**config.mk**
```make
export PLATFORM = sky130hd
export DESIGN_NAME = scaler_linebuf_ctrl
export DESIGN_NICKNAME = d
export VERILOG_FILES = /design/src/rtl/scaler_linebuf_ctrl.sv
export SDC_FILE = /design/constraint.sdc
export NUM_CORES = 1
export LEC_CHECK = 0
export CAP_MARGIN = 20
export CORE_MARGIN = 2
export CORE_UTILIZATION = 35
export DETAILED_ROUTE_END_ITERATION = 8
export DONT_BUFFER_PORTS = 1
export PLACE_DENSITY_LB_ADDON = 0.1
export SYNTH_ARGS = -nofsm -noshare
export SYNTH_HDL_FRONTEND = slang
export SYNTH_SLANG_ARGS = --single-unit
```
**constraint.sdc**
```tcl
create_clock -name clk -period 5.3 [get_ports clk]
set_clock_uncertainty 0.15 [all_clocks]
set_input_delay 0.265 -clock clk [delete_from_list [all_inputs] [get_ports clk]]
set_output_delay 0.265 -clock clk [all_outputs]
set_load 0.005 [all_outputs]
```
**src/rtl/scaler_linebuf_ctrl.sv**
```systemverilog
// Ping-pong line buffer sequencer for ram_scaler: fills one bank while replaying the other with integer h/v repeat.
// First output 2 cycles after a line closes; input stalls while the write bank is full, output holds while out_ready=0.
module scaler_linebuf_ctrl #(
  parameter int ADDR_WIDTH = 12,
  parameter int DATA_WIDTH = 8
) (
  input  logic                  clk,
  input  logic                  rst_n,
  input  logic                  in_valid,
  output logic                  in_ready,
  input  logic [DATA_WIDTH-1:0] in_data,
  input  logic                  in_eol,
  input  logic [2:0]            cfg_hrep,
  input  logic [2:0]            cfg_vrep,
  output logic                  ram_wr_en,
  output logic [ADDR_WIDTH-1:0] ram_wr_addr,
  output logic [DATA_WIDTH-1:0] ram_wr_data,
  output logic [ADDR_WIDTH-1:0] ram_rd_addr,
  input  logic [DATA_WIDTH-1:0] ram_rd_data,
  output logic                  out_valid,
  input  logic                  out_ready,
  output logic [DATA_WIDTH-1:0] out_data,
  output logic                  out_eol,
  output logic                  ovf_err
);
  localparam int PTR_W = ADDR_WIDTH - 1;

  typedef enum logic [1:0] {IDLE, FETCH, HOLD} state_t;
  state_t state, state_nxt;

  logic [1:0]            full, full_nxt;
  logic                  wr_bank, rd_bank;
  logic [PTR_W-1:0]      wr_ptr, rd_ptr;
  logic [ADDR_WIDTH-1:0] len0, len1, cur_len;
  logic [2:0]            hrep, vrep, hcnt, vcnt;
  logic                  wr_close, last_h, last_p, last_v;
  logic                  load, h_step, p_step, v_step, rel_bank;

  assign in_ready    = rst_n & ~full[wr_bank];
  assign ram_wr_en   = in_valid & in_ready;
  assign ram_wr_addr = {wr_bank, wr_ptr};
  assign ram_wr_data = rst_n ? in_data : '0;
  // A line closes on eol or when the bank is exhausted (all-ones pointer).
  assign wr_close    = ram_wr_en & (in_eol | (&wr_ptr));

  always_ff @(posedge clk or negedge rst_n) begin
    if (!rst_n) begin
      wr_bank <= 1'b0;
      wr_ptr  <= '0;
      len0    <= '0;
      len1    <= '0;
      ovf_err <= 1'b0;
    end else if (ram_wr_en) begin
      if (wr_close) begin
        if (wr_bank) len1 <= {1'b0, wr_ptr} + ADDR_WIDTH'(1);
        else         len0 <= {1'b0, wr_ptr} + ADDR_WIDTH'(1);
        wr_bank <= ~wr_bank;
        wr_ptr  <= '0;
        if (!in_eol) ovf_err <= 1'b1;
      end else begin
        wr_ptr <= wr_ptr + PTR_W'(1);
      end
    end
  end

  // Close and release always target different banks, so both can apply in one cycle.
  always_comb begin
    full_nxt = full;
    if (wr_close) full_nxt[wr_bank] = 1'b1;
    if (rel_bank) full_nxt[rd_bank] = 1'b0;
  end

  always_ff @(posedge clk or negedge rst_n) begin
    if (!rst_n) full <= 2'b00;
    else        full <= full_nxt;
  end

  assign last_h = (hcnt == hrep - 3'd1);
  assign last_p = ({1'b0, rd_ptr} == cur_len - ADDR_WIDTH'(1));
  assign last_v = (vcnt == vrep - 3'd1);

  always_ff @(posedge clk or negedge rst_n) begin
    if (!rst_n) state <= IDLE;
    else        state <= state_nxt;
  end

  always_comb begin
    state_nxt = state;
    load      = 1'b0;
    h_step    = 1'b0;
    p_step    = 1'b0;
    v_step    = 1'b0;
    rel_bank  = 1'b0;
    case (state)
      IDLE: begin
        if (full[rd_bank]) begin
          load      = 1'b1;
          state_nxt = FETCH;
        end
      end
      FETCH: state_nxt = HOLD;
      HOLD: begin
        if (out_ready) begin
          if (!last_h) begin
            h_step = 1'b1;
          end else if (!last_p) begin
            p_step    = 1'b1;
            state_nxt = FETCH;
          end else if (!last_v) begin
            v_step    = 1'b1;
            state_nxt = FETCH;
          end else begin
            rel_bank  = 1'b1;
            state_nxt = IDLE;
          end
        end
      end
      default: state_nxt = IDLE;
    endcase
  end

  always_ff @(posedge clk or negedge rst_n) begin
    if (!rst_n) begin
      rd_bank <= 1'b0;
      rd_ptr  <= '0;
      cur_len <= '0;
      hrep    <= 3'd1;
      vrep    <= 3'd1;
      hcnt    <= '0;
      vcnt    <= '0;
    end else begin
      if (load) begin
        cur_len <= rd_bank ? len1 : len0;
        hrep    <= (cfg_hrep == 3'd0) ? 3'd1 : cfg_hrep;
        vrep    <= (cfg_vrep == 3'd0) ? 3'd1 : cfg_vrep;
        rd_ptr  <= '0;
        hcnt    <= '0;
        vcnt    <= '0;
      end
      if (h_step) hcnt <= hcnt + 3'd1;
      if (p_step) begin
        rd_ptr <= rd_ptr + PTR_W'(1);
        hcnt   <= '0;
      end
      if (v_step) begin
        vcnt   <= vcnt + 3'd1;
        rd_ptr <= '0;
        hcnt   <= '0;
      end
      if (rel_bank) rd_bank <= ~rd_bank;
    end
  end

  // RAM output is used directly; the address stays fixed through HOLD so the data is stable.
  assign ram_rd_addr = {rd_bank, rd_ptr};
  assign out_valid   = (state == HOLD);
  assign out_data    = out_valid ? ram_rd_data : '0;
  assign out_eol     = out_valid & last_h & last_p;

endmodule

```
==> flow_summary_export.csv, run 1 <==
group,metric,value,unit
outcome,status,"completed",
sta,max_freq,299,MHz
global_routing,use_met3,0.0432,
clock_network,cts-root-buf,"clkbuf_16",
clock_network,cts_tree,"built",
yosys,syn-cell-area,4330,µm²
clock_network,cts_sinks,77,
floorplanning,initial_utilization,0.359,
sta,tns,0,ns
placed_design,dp_slack,2.08,ns
critical_path,crit_cells,8,
drt,drc_errors,0,
sta,post-route-min-period,3.35,ns
yosys,ys_seq_area_frac,0.446,
global_routing,grtUsageMet2,0.240,
floorplanning,die_h,115,µm
pwr,vdd_drop_max,185,µV
placed_design,place.gp.congestion,0.786,
sta,min_period_over_period,0.631,
critical_path,regToRegStartpoint,"cur_len[0]",
sta,rsz0062_at_grt,"no",
yosys,synthSimpleGateAreaFrac,0.201,
sta,layout_setup_ws,1.95,ns
critical_path,r2r_slack,2.10,ns
sta,slew_headroom,0.414,
clock_network,path_clk_slew,0.06,ns
clock_network,clock_path_buffers,2,
critical_path,worst-path-buf-inv,1,
global_routing,grt_max_degree,78,
critical_path,cp_slowest_cell,"or4b_4",
drt,avgRoutedWirePerCell,15.1,µm
yosys,synth_area_per_cell,9.41,µm²
critical_path,rr_endpoint,"vcnt[1]",
final_layout,antenna_cells,0,
yosys,syn_inst,460,
critical_path,crit_family,"simple AND/OR/NAND/NOR gates",
sta,setup_viol,0,
global_routing,grtUsageMet1,0.201,
floorplanning,die_w,115,µm
final_layout,nNetsFinal,493,
critical_path,cp_data_required_time,4.89,ns
pwr,p_total,2.24,mW
critical_path,worstPathCellList,"inv_1, ha_1, or4b_4, or4_1, a21oi_2, or2_1, nand4b_1, nor4b_1",
drt,drt_iter0_drc,157,
final_layout,final_util,0.405,
critical_path,rr_worst_depth,9,
clock_network,cts_buffers,9,
final_layout,drive_gt1_frac,0.110,
clock_network,clkLatencyLatePin,0.33,ns
final_layout,final_common_cell,"dfrtp_1",
drt,detail_route.first_pass.iterations,5,
yosys,synth-compound-area-share,0.143,
drt,num_vias,3168,
drt,wirelength,9.55,mm
hold_path,min_path_cells,3,
hold_path,min_path_type,"input pin to register",
yosys,synthArstFlopShare,1.00,
sta,drv_slew,0,
critical_path,crit_type,"register to primary output",
final_layout,layout_common_cells,"dfrtp_1 (75), nand2_1 (48), o21ai_0 (46)",
placed_design,place.port_buffers,0,
yosys,synth_edf_count,0,
hold_path,hold_end,"wr_ptr[10]",
placed_design,place_area,4430,µm²
critical_path,crit_fanout,8,
final_layout,areaGrowthSynthToFinish,12.8,%
drt,vias_per_cell,5.01,
floorplanning,io_pins,72,
yosys,syn_nets,494,
pwr,power_leakage,2.13,nW
floorplanning,core,12100,µm²
yosys,synth_xor_area_frac,0.0688,
yosys,yosysWarnings,0,
final_layout,final_area,4880,µm²
pwr,p_per_area,458,nW/µm²
yosys,synthMuxAreaShare,0.0700,
yosys,ys.flop_type,"dfrtp_1",
hold_path,worstHoldStart,"in_eol",
yosys,synth_top_family_by_area,"simple AND/OR/NAND/NOR gates",
final_layout,fin_cells,632,
global_routing,antenna_found_initial,1,
floorplanning,placementRows,40,
yosys,synth-adder-area-share,0.0202,
global_routing,grt_pass1_vias,3029,
clock_network,htree_levels,3,
critical_path,max_stage_delay,0.51,ns
placed_design,place_inst,606,
global_routing,busiest_layer,"met2",
critical_path,start_kind,"register",
yosys,synth_cell_type_count,62,
critical_path,critPathCaptureType,"primary output",
drt,ant_nets,0,
yosys,synth-seq-cells,77,
critical_path,worstPathArrival,2.93,ns
job,maxCapViolations,0,
sta,hold-worst-slack,0.0235,ns
sta,hold_viol,0,
global_routing,grt_overflow,0,
placed_design,hpwl,6.65,mm
global_routing,grt_pass1_wl,15.7,mm
sta,tightestPinTransition,0.879,ns
global_routing,grt_usage,0.150,
floorplanning,die_area,13300,µm²
==> what timing repair did <==
action / in CTS / in global routing
resized for setup: 0 / 0
endpoints found under the setup margin: 0 / 0
hold buffers: 10 / 0
hold endpoints to repair: 87 / 0
buffers inserted: 0 / 0
==> per-layer routing <==
layer  up-vias  part of all wire
met5         -                 0
met2        63              0.48
li1       1589                 -
met1      1511              0.48
met3         5             0.037
met4         0            0.0075
==> kinds of logic (layout without fill, tap and decap cells) <==
logic type / count (synthesis) / count (layout)
AO/OA/AOI/OAI: 98 / 98
XOR/XNOR: 34 / 34
adder cells (fa/ha/maj): 7 / 7
buffers and inverters: 49 / 53
flip-flops: 77 / 77
multiplexers: 28 / 28
AND/OR/NAND/NOR: 167 / 167
==> cells in the mapped netlist, types with 15 or more instances <==
library cell / n / share of area
a21oi_1: 16 / 0.019
mux2i_1: 19 / 0.044
clkbuf_1: 17 / 0.015
xnor2_1: 19 / 0.038
nand2_1: 48 / 0.042
inv_1: 23 / 0.020
dfrtp_1: 75 / 0.43
and2_1: 18 / 0.026
xor2_1: 15 / 0.030
nand3_1: 17 / 0.020
o21ai_0: 46 / 0.053
nor2_1: 36 / 0.031
==> tightest hold or removal path: cells and delay by family <==
family	cells	cell delay, ns
simple gates	1	0.07
compound gates	2	0.13
==> area by class of cell <==
class,count,area (µm²)
inverter,25,93.8
tap,168,210
clock buffer,10,229
fill,1191,7180
clock inverter,6,111
timing repair buffer,12,133
multi-input combinational,334,2180
sequential,77,1930
==> worst max-delay path by stage <==
| stage | startpoint | end | slack [ns] |
|---|---|---|---|
| 2_1_floorplan | cur_len[0] | rd_ptr[10] | 2.45 |
| 3_3_place_gp | cur_len[0] | vcnt[1] | 2.15 |
| 3_5_place_dp | cur_len[0] | vcnt[1] | 2.08 |
| 4_1_cts | cur_len[0] | out_eol | 1.87 |
| 5_1_grt | cur_len[0] | out_eol | 1.77 |
| 6_report | cur_len[0] | out_eol | 1.95 |
==> sequential cells by signal, indices dropped and copies added, names as in the netlist, 3 cells and up <==
name / cells
cur_len: 12
hcnt: 3
hrep: 3
len0: 12
len1: 12
rd_ptr: 11
vcnt: 3
vrep: 3
wr_ptr: 11
==> power breakdown <==
part           switching, mW  internal [mW]
Combinational          0.396          0.297
Clock                  0.237          0.460
Sequential             0.123          0.726
Total                  0.755           1.48
Note: power is estimated with default switching activity, not from simulation.
==> run 2: changes to the inputs <==
clock period = 2.9 ns   (was 5.3 ns; I/O delays follow)
==> flow_summary_export.csv, run 2 (synthesis gave the netlist of run 1 again) <==
group,metric,value,unit
outcome,status,"complete, but fails checks",
outcome,violations,"setup timing",
floorplanning,initial_utilization,0.359,
placed_design,hpwl,6.78,mm
sta,tightestPinTransition,0.526,ns
critical_path,regToRegStartpoint,"cur_len[0]",
critical_path,start_kind,"register",
clock_network,cts_tree,"built",
final_layout,final_area,5080,µm²
final_layout,n_fill_cell,1211,
placed_design,place.gp.congestion,0.787,
clock_network,htree_levels,3,
final_layout,drive_gt1_frac,0.154,
final_layout,layout_common_cells,"dfrtp_1 (75), nand2_1 (48), o21ai_0 (46)",
sta,drv_slew,0,
pwr,p_per_area,843,nW/µm²
sta,setup_viol,1,
job,maxCapViolations,0,
clock_network,clkLatencyLatePin,0.33,ns
floorplanning,io_pins,72,
sta,hold_viol,0,
global_routing,grt_overflow,0,
drt,drc_errors,0,
final_layout,reg_top3,"cur_len x12, len0 x12, len1 x12",
sta,min_period_over_period,1.02,
clock_network,clock_path_buffers,2,
sta,post-route-min-period,2.96,ns
global_routing,grt_max_degree,78,
sta,slew_headroom,0.648,
final_layout,final_util,0.422,
floorplanning,die_h,115,µm
sta,tns,-0.0557,ns
hold_path,min_path_type,"input pin to register",
drt,wirelength,9.45,mm
sta,max_freq,338,MHz
final_layout,nNetsFinal,516,
critical_path,crit_type,"register to primary output",
critical_path,critPathCaptureType,"primary output",
drt,detail_route.first_pass.iterations,4,
global_routing,grt_usage,0.153,
final_layout,final_common_cell,"dfrtp_1",
clock_network,cts_sinks,77,
placed_design,dp_slack,0.127,ns
critical_path,rr_endpoint,"rd_ptr[3]",
clock_network,cts_buffers,9,
global_routing,grt_pass1_vias,3115,
critical_path,worstPathArrival,2.66,ns
floorplanning,placementRows,40,
drt,drt_iter0_drc,164,
global_routing,grt_pass1_wl,15.8,mm
drt,vias_per_cell,4.97,
hold_path,worstHoldStart,"in_valid",
drt,num_vias,3254,
placed_design,place_area,4600,µm²
drt,ant_nets,0,
floorplanning,die_area,13300,µm²
hold_path,hold_end,"wr_ptr[1]",
clock_network,cts-root-buf,"clkbuf_16",
global_routing,antenna_found_initial,1,
floorplanning,core,12100,µm²
placed_design,place.port_buffers,0,
critical_path,r2r_slack,0.15,ns
sta,layout_setup_ws,-0.0557,ns
final_layout,antenna_cells,0,
pwr,vdd_drop_max,334,µV
floorplanning,die_w,115,µm
critical_path,cp_data_required_time,2.61,ns
hold_path,min_path_cells,4,
critical_path,rr_worst_depth,10,
critical_path,crit_fanout,4,
pwr,power_leakage,2.25,nW
drt,avgRoutedWirePerCell,14.4,µm
sta,rsz0062_at_grt,"yes",
critical_path,crit_path_start,"cur_len[0]",
clock_network,path_clk_slew,0.06,ns
final_layout,areaGrowthSynthToFinish,17.5,%
[run 2: cell types whose count changed in the layout (fill, tap and decap cells not counted), sizes merged]
cell / change
clkinvlp: -1
inv: +1
clkinv: -1
clkbuf: +1
buf: +23
[run 2: cell type report]
type | count | area [µm²] | area share
clock buffer | 11 | 233 | 0.0458
clock inverter | 5 | 108 | 0.0212
inverter | 25 | 93.8 | 0.0185
multi-input combinational | 334 | 2190 | 0.431
sequential | 77 | 1930 | 0.379
tap | 168 | 210 | 0.0413
timing repair buffer | 35 | 318 | 0.0625
[run 2: how the worst max path moves through the flow]
stage                             to  slack (ns)
after CTS                    out_eol       -0.10
after floorplan           rd_ptr[10]        0.05
final                        out_eol       -0.06
after global routing         out_eol       -0.29
after global placement     rd_ptr[5]        0.19
after detailed placement   rd_ptr[2]        0.13
[run 2: what timing repair did]
item	in CTS	in global routing
hold endpoints to repair	95	0
buffers inserted	0	1
hold buffers	10	0
pin swaps	0	1
gates cloned	0	0
endpoints found under the setup margin	1	14
resized for setup	2	1
[run 2: worst max-delay path, stage by stage, from the launching register on]
cell and delay [ns]:
dfrtp_1 0.37, inv_1 0.06, ha_1 0.16, or4b_4 0.48
or4_4 0.43, a21oi_2 0.16, or2_1 0.15, nand4b_1 0.12
nor4b_2 0.25, buf_4 0.15
[run 2: power breakdown]
| group | switching, mW | total [mW] | leakage [nW] | internal [mW] |
|---|---|---|---|---|
| logic | 0.794 | 1.48 | 1.08 | 0.684 |
| registers | 0.188 | 1.52 | 0.999 | 1.33 |
| clock network | 0.446 | 1.29 | 0.164 | 0.846 |
| total | 1.43 | 4.29 | 2.25 | 2.86 |
[run 2: through the flow]
step / hold slack, ns / instances / power [mW]
global placement: -0.299 / 628 / 2.94
finish: 0.0342 / 655 / 4.29
CTS: 0.0208 / 654 / 4.34
detailed placement: -0.299 / 628 / 2.97
floorplan: -0.301 / 460 / 2.62
global route: 0.0656 / 655 / 4.61
[run 2: metal layers]
layer / up-vias / track usage / share of wire
met3: 8 / 0.0443 / 0.043
met2: 68 / 0.243 / 0.47
met1: 1532 / 0.204 / 0.48
met5: - / 0 / 0
li1: 1646 / - / -
met4: 0 / 0.0458 / 0.0074
==> run 3: changes to the inputs <==
PLACE_DENSITY_LB_ADDON = 0.3   (was 0.1)
==> flow_summary_export.csv, run 3 (synthesis gave the netlist of run 1 again) <==
group,metric,value,unit
drt,wl_met2,4.14,mm
sta,setup_viol,1,
floorplanning,placementRows,40,
final_layout,regArea,1930,µm²
floorplanning,initial_utilization,0.359,
drt,avgRoutedWirePerCell,13.9,µm
critical_path,critPathCaptureType,"primary output",
job,maxCapViolations,0,
sta,slew_headroom,0.649,
global_routing,grt_usage,0.145,
clock_network,cts-root-buf,"clkbuf_16",
floorplanning,io_pins,72,
placed_design,place.port_buffers,0,
global_routing,grt_pass1_wl,15.2,mm
critical_path,cp_data_required_time,2.61,ns
placed_design,hpwl,6.57,mm
sta,max_freq,341,MHz
sta,min_period_over_period,1.01,
final_layout,multi_input_area,2190,µm²
final_layout,antenna_cells,0,
drt,met1_length,4.33,mm
critical_path,worstPathArrival,2.64,ns
drt,drt_iter0_drc,200,
global_routing,antenna_found_initial,1,
sta,rsz0062_at_grt,"yes",
drt,wirelength,9.11,mm
outcome,violations,"setup timing",
clock_network,clkLatencyLatePin,0.34,ns
clock_network,cts_sinks,77,
critical_path,start_kind,"register",
drt,highest_layer,"met4",
floorplanning,die_area,13300,µm²
global_routing,grt_pass1_vias,3263,
global_routing,grt_max_degree,78,
pwr,p_per_area,817,nW/µm²
drt,vias_per_cell,5.05,
sta,tns,-0.0361,ns
outcome,status,"complete, but fails checks",
final_layout,n_fill_cell,1179,
critical_path,crit_fanout,4,
final_layout,areaGrowthSynthToFinish,16.2,%
sta,post-route-min-period,2.94,ns
hold_path,min_path_type,"input pin to register",
drt,detail_route.first_pass.iterations,5,
sta,hold_viol,0,
placed_design,place.gp.congestion,0.795,
drt,ant_nets,0,
drt,drc_errors,0,
placed_design,place_inst,627,
sta,drv_slew,0,
final_layout,layout_common_cells,"dfrtp_1 (75), nand2_1 (48), o21ai_0 (46)",
clock_network,path_clk_slew,0.06,ns
final_layout,fin_cells,654,
pwr,power_leakage,2.22,nW
global_routing,grt_overflow,0,
floorplanning,die_h,115,µm
final_layout,nNetsFinal,515,
critical_path,crit_type,"register to primary output",
clock_network,clock_path_buffers,2,
sta,layout_setup_ws,-0.0361,ns
final_layout,reg_top3,"cur_len x12, len0 x12, len1 x12",
floorplanning,die_w,115,µm
sta,tightestPinTransition,0.522,ns
drt,met3_length,516,µm
final_layout,final_common_cell,"dfrtp_1",
clock_network,htree_levels,3,
floorplanning,core,12100,µm²
pwr,vdd_drop_max,418,µV
final_layout,drive_gt1_frac,0.152,
clock_network,cts_tree,"built",
pwr,p_total,4.11,mW
drt,num_vias,3301,
clock_network,cts_buffers,9,
-- run 3: cell count changes in the layout (fill, tap and decap cells not counted) --
cell | before | now
buf_4 | 24 | 23
bufinv_16 | 3 | 1
clkinv_2 | 0 | 1
clkinvlp_4 | 0 | 1
-- run 3: critical path, cell delays in order, from the launching register on --
cell	delay [ns]
dfrtp_1	0.37
inv_1	0.06
ha_1	0.16
or4b_4	0.48
or4_4	0.43
a21oi_2	0.16
or2_1	0.13
nand4b_1	0.14
nor4b_2	0.24
buf_4	0.15
-- run 3: what timing repair did --
item                                    4_1_cts  5_1_grt
setup buffers                                 1        0
endpoints found under the setup margin        1       10
pin swaps                                     1        0
hold buffers                                 10        0
endpoints found under the hold margin        92        0
resized for setup                             2        1
-- run 3: metrics by stage --
stage / cell area (µm²) / hold slack, ns / util / worst slack (ns)
3_3_place_gp: 4600 / -0.299 / 0.381 / 0.207
6_report: 5030 / 0.0110 / 0.417 / -0.0361
2_1_floorplan: 4330 / -0.301 / - / 0.0475
3_5_place_dp: 4600 / -0.299 / 0.381 / 0.133
5_1_grt: 5030 / 0.0228 / 0.417 / -0.202
4_1_cts: 5020 / 0.00319 / 0.416 / -0.0497
-- run 3: power breakdown --
group | switching (mW) | internal (mW) | leakage (nW) | total (mW)
Clock | 0.442 | 0.670 | 0.140 | 1.11
Combinational | 0.794 | 0.683 | 1.08 | 1.48
Sequential | 0.191 | 1.33 | 0.999 | 1.52
Total | 1.43 | 2.68 | 2.22 | 4.11
-- run 3: cell type report --
| type | instances | share of cell area |
|---|---|---|
| Clock buffer | 11 | 0.0463 |
| Clock inverter | 5 | 0.0119 |
| Inverter | 25 | 0.0187 |
| Multi-Input combinational cell | 334 | 0.436 |
| Sequential cell | 77 | 0.384 |
| Tap cell | 168 | 0.0418 |
| Timing Repair Buffer | 34 | 0.0617 |
-- run 3: worst paths after layout --
path                       slack (ns)   endpoint        from  depth (start not counted)
min                              0.01  wr_ptr[9]      in_eol                          4
max                             -0.04    out_eol  cur_len[0]                          9
max in group asynchronous        2.04    vrep[0]       rst_n                          2
min in group asynchronous        0.19  rd_ptr[3]       rst_n                          2
max reg2reg                      0.06  rd_ptr[2]  cur_len[0]                         11
min reg2reg                      0.33    len1[3]     len1[3]                          2
-- run 3: routing by layer --
metal	track usage	vias up
met5	0	-
met2	0.228	89
met1	0.188	1565
li1	-	1637
met3	0.0501	10
met4	0.0498	0
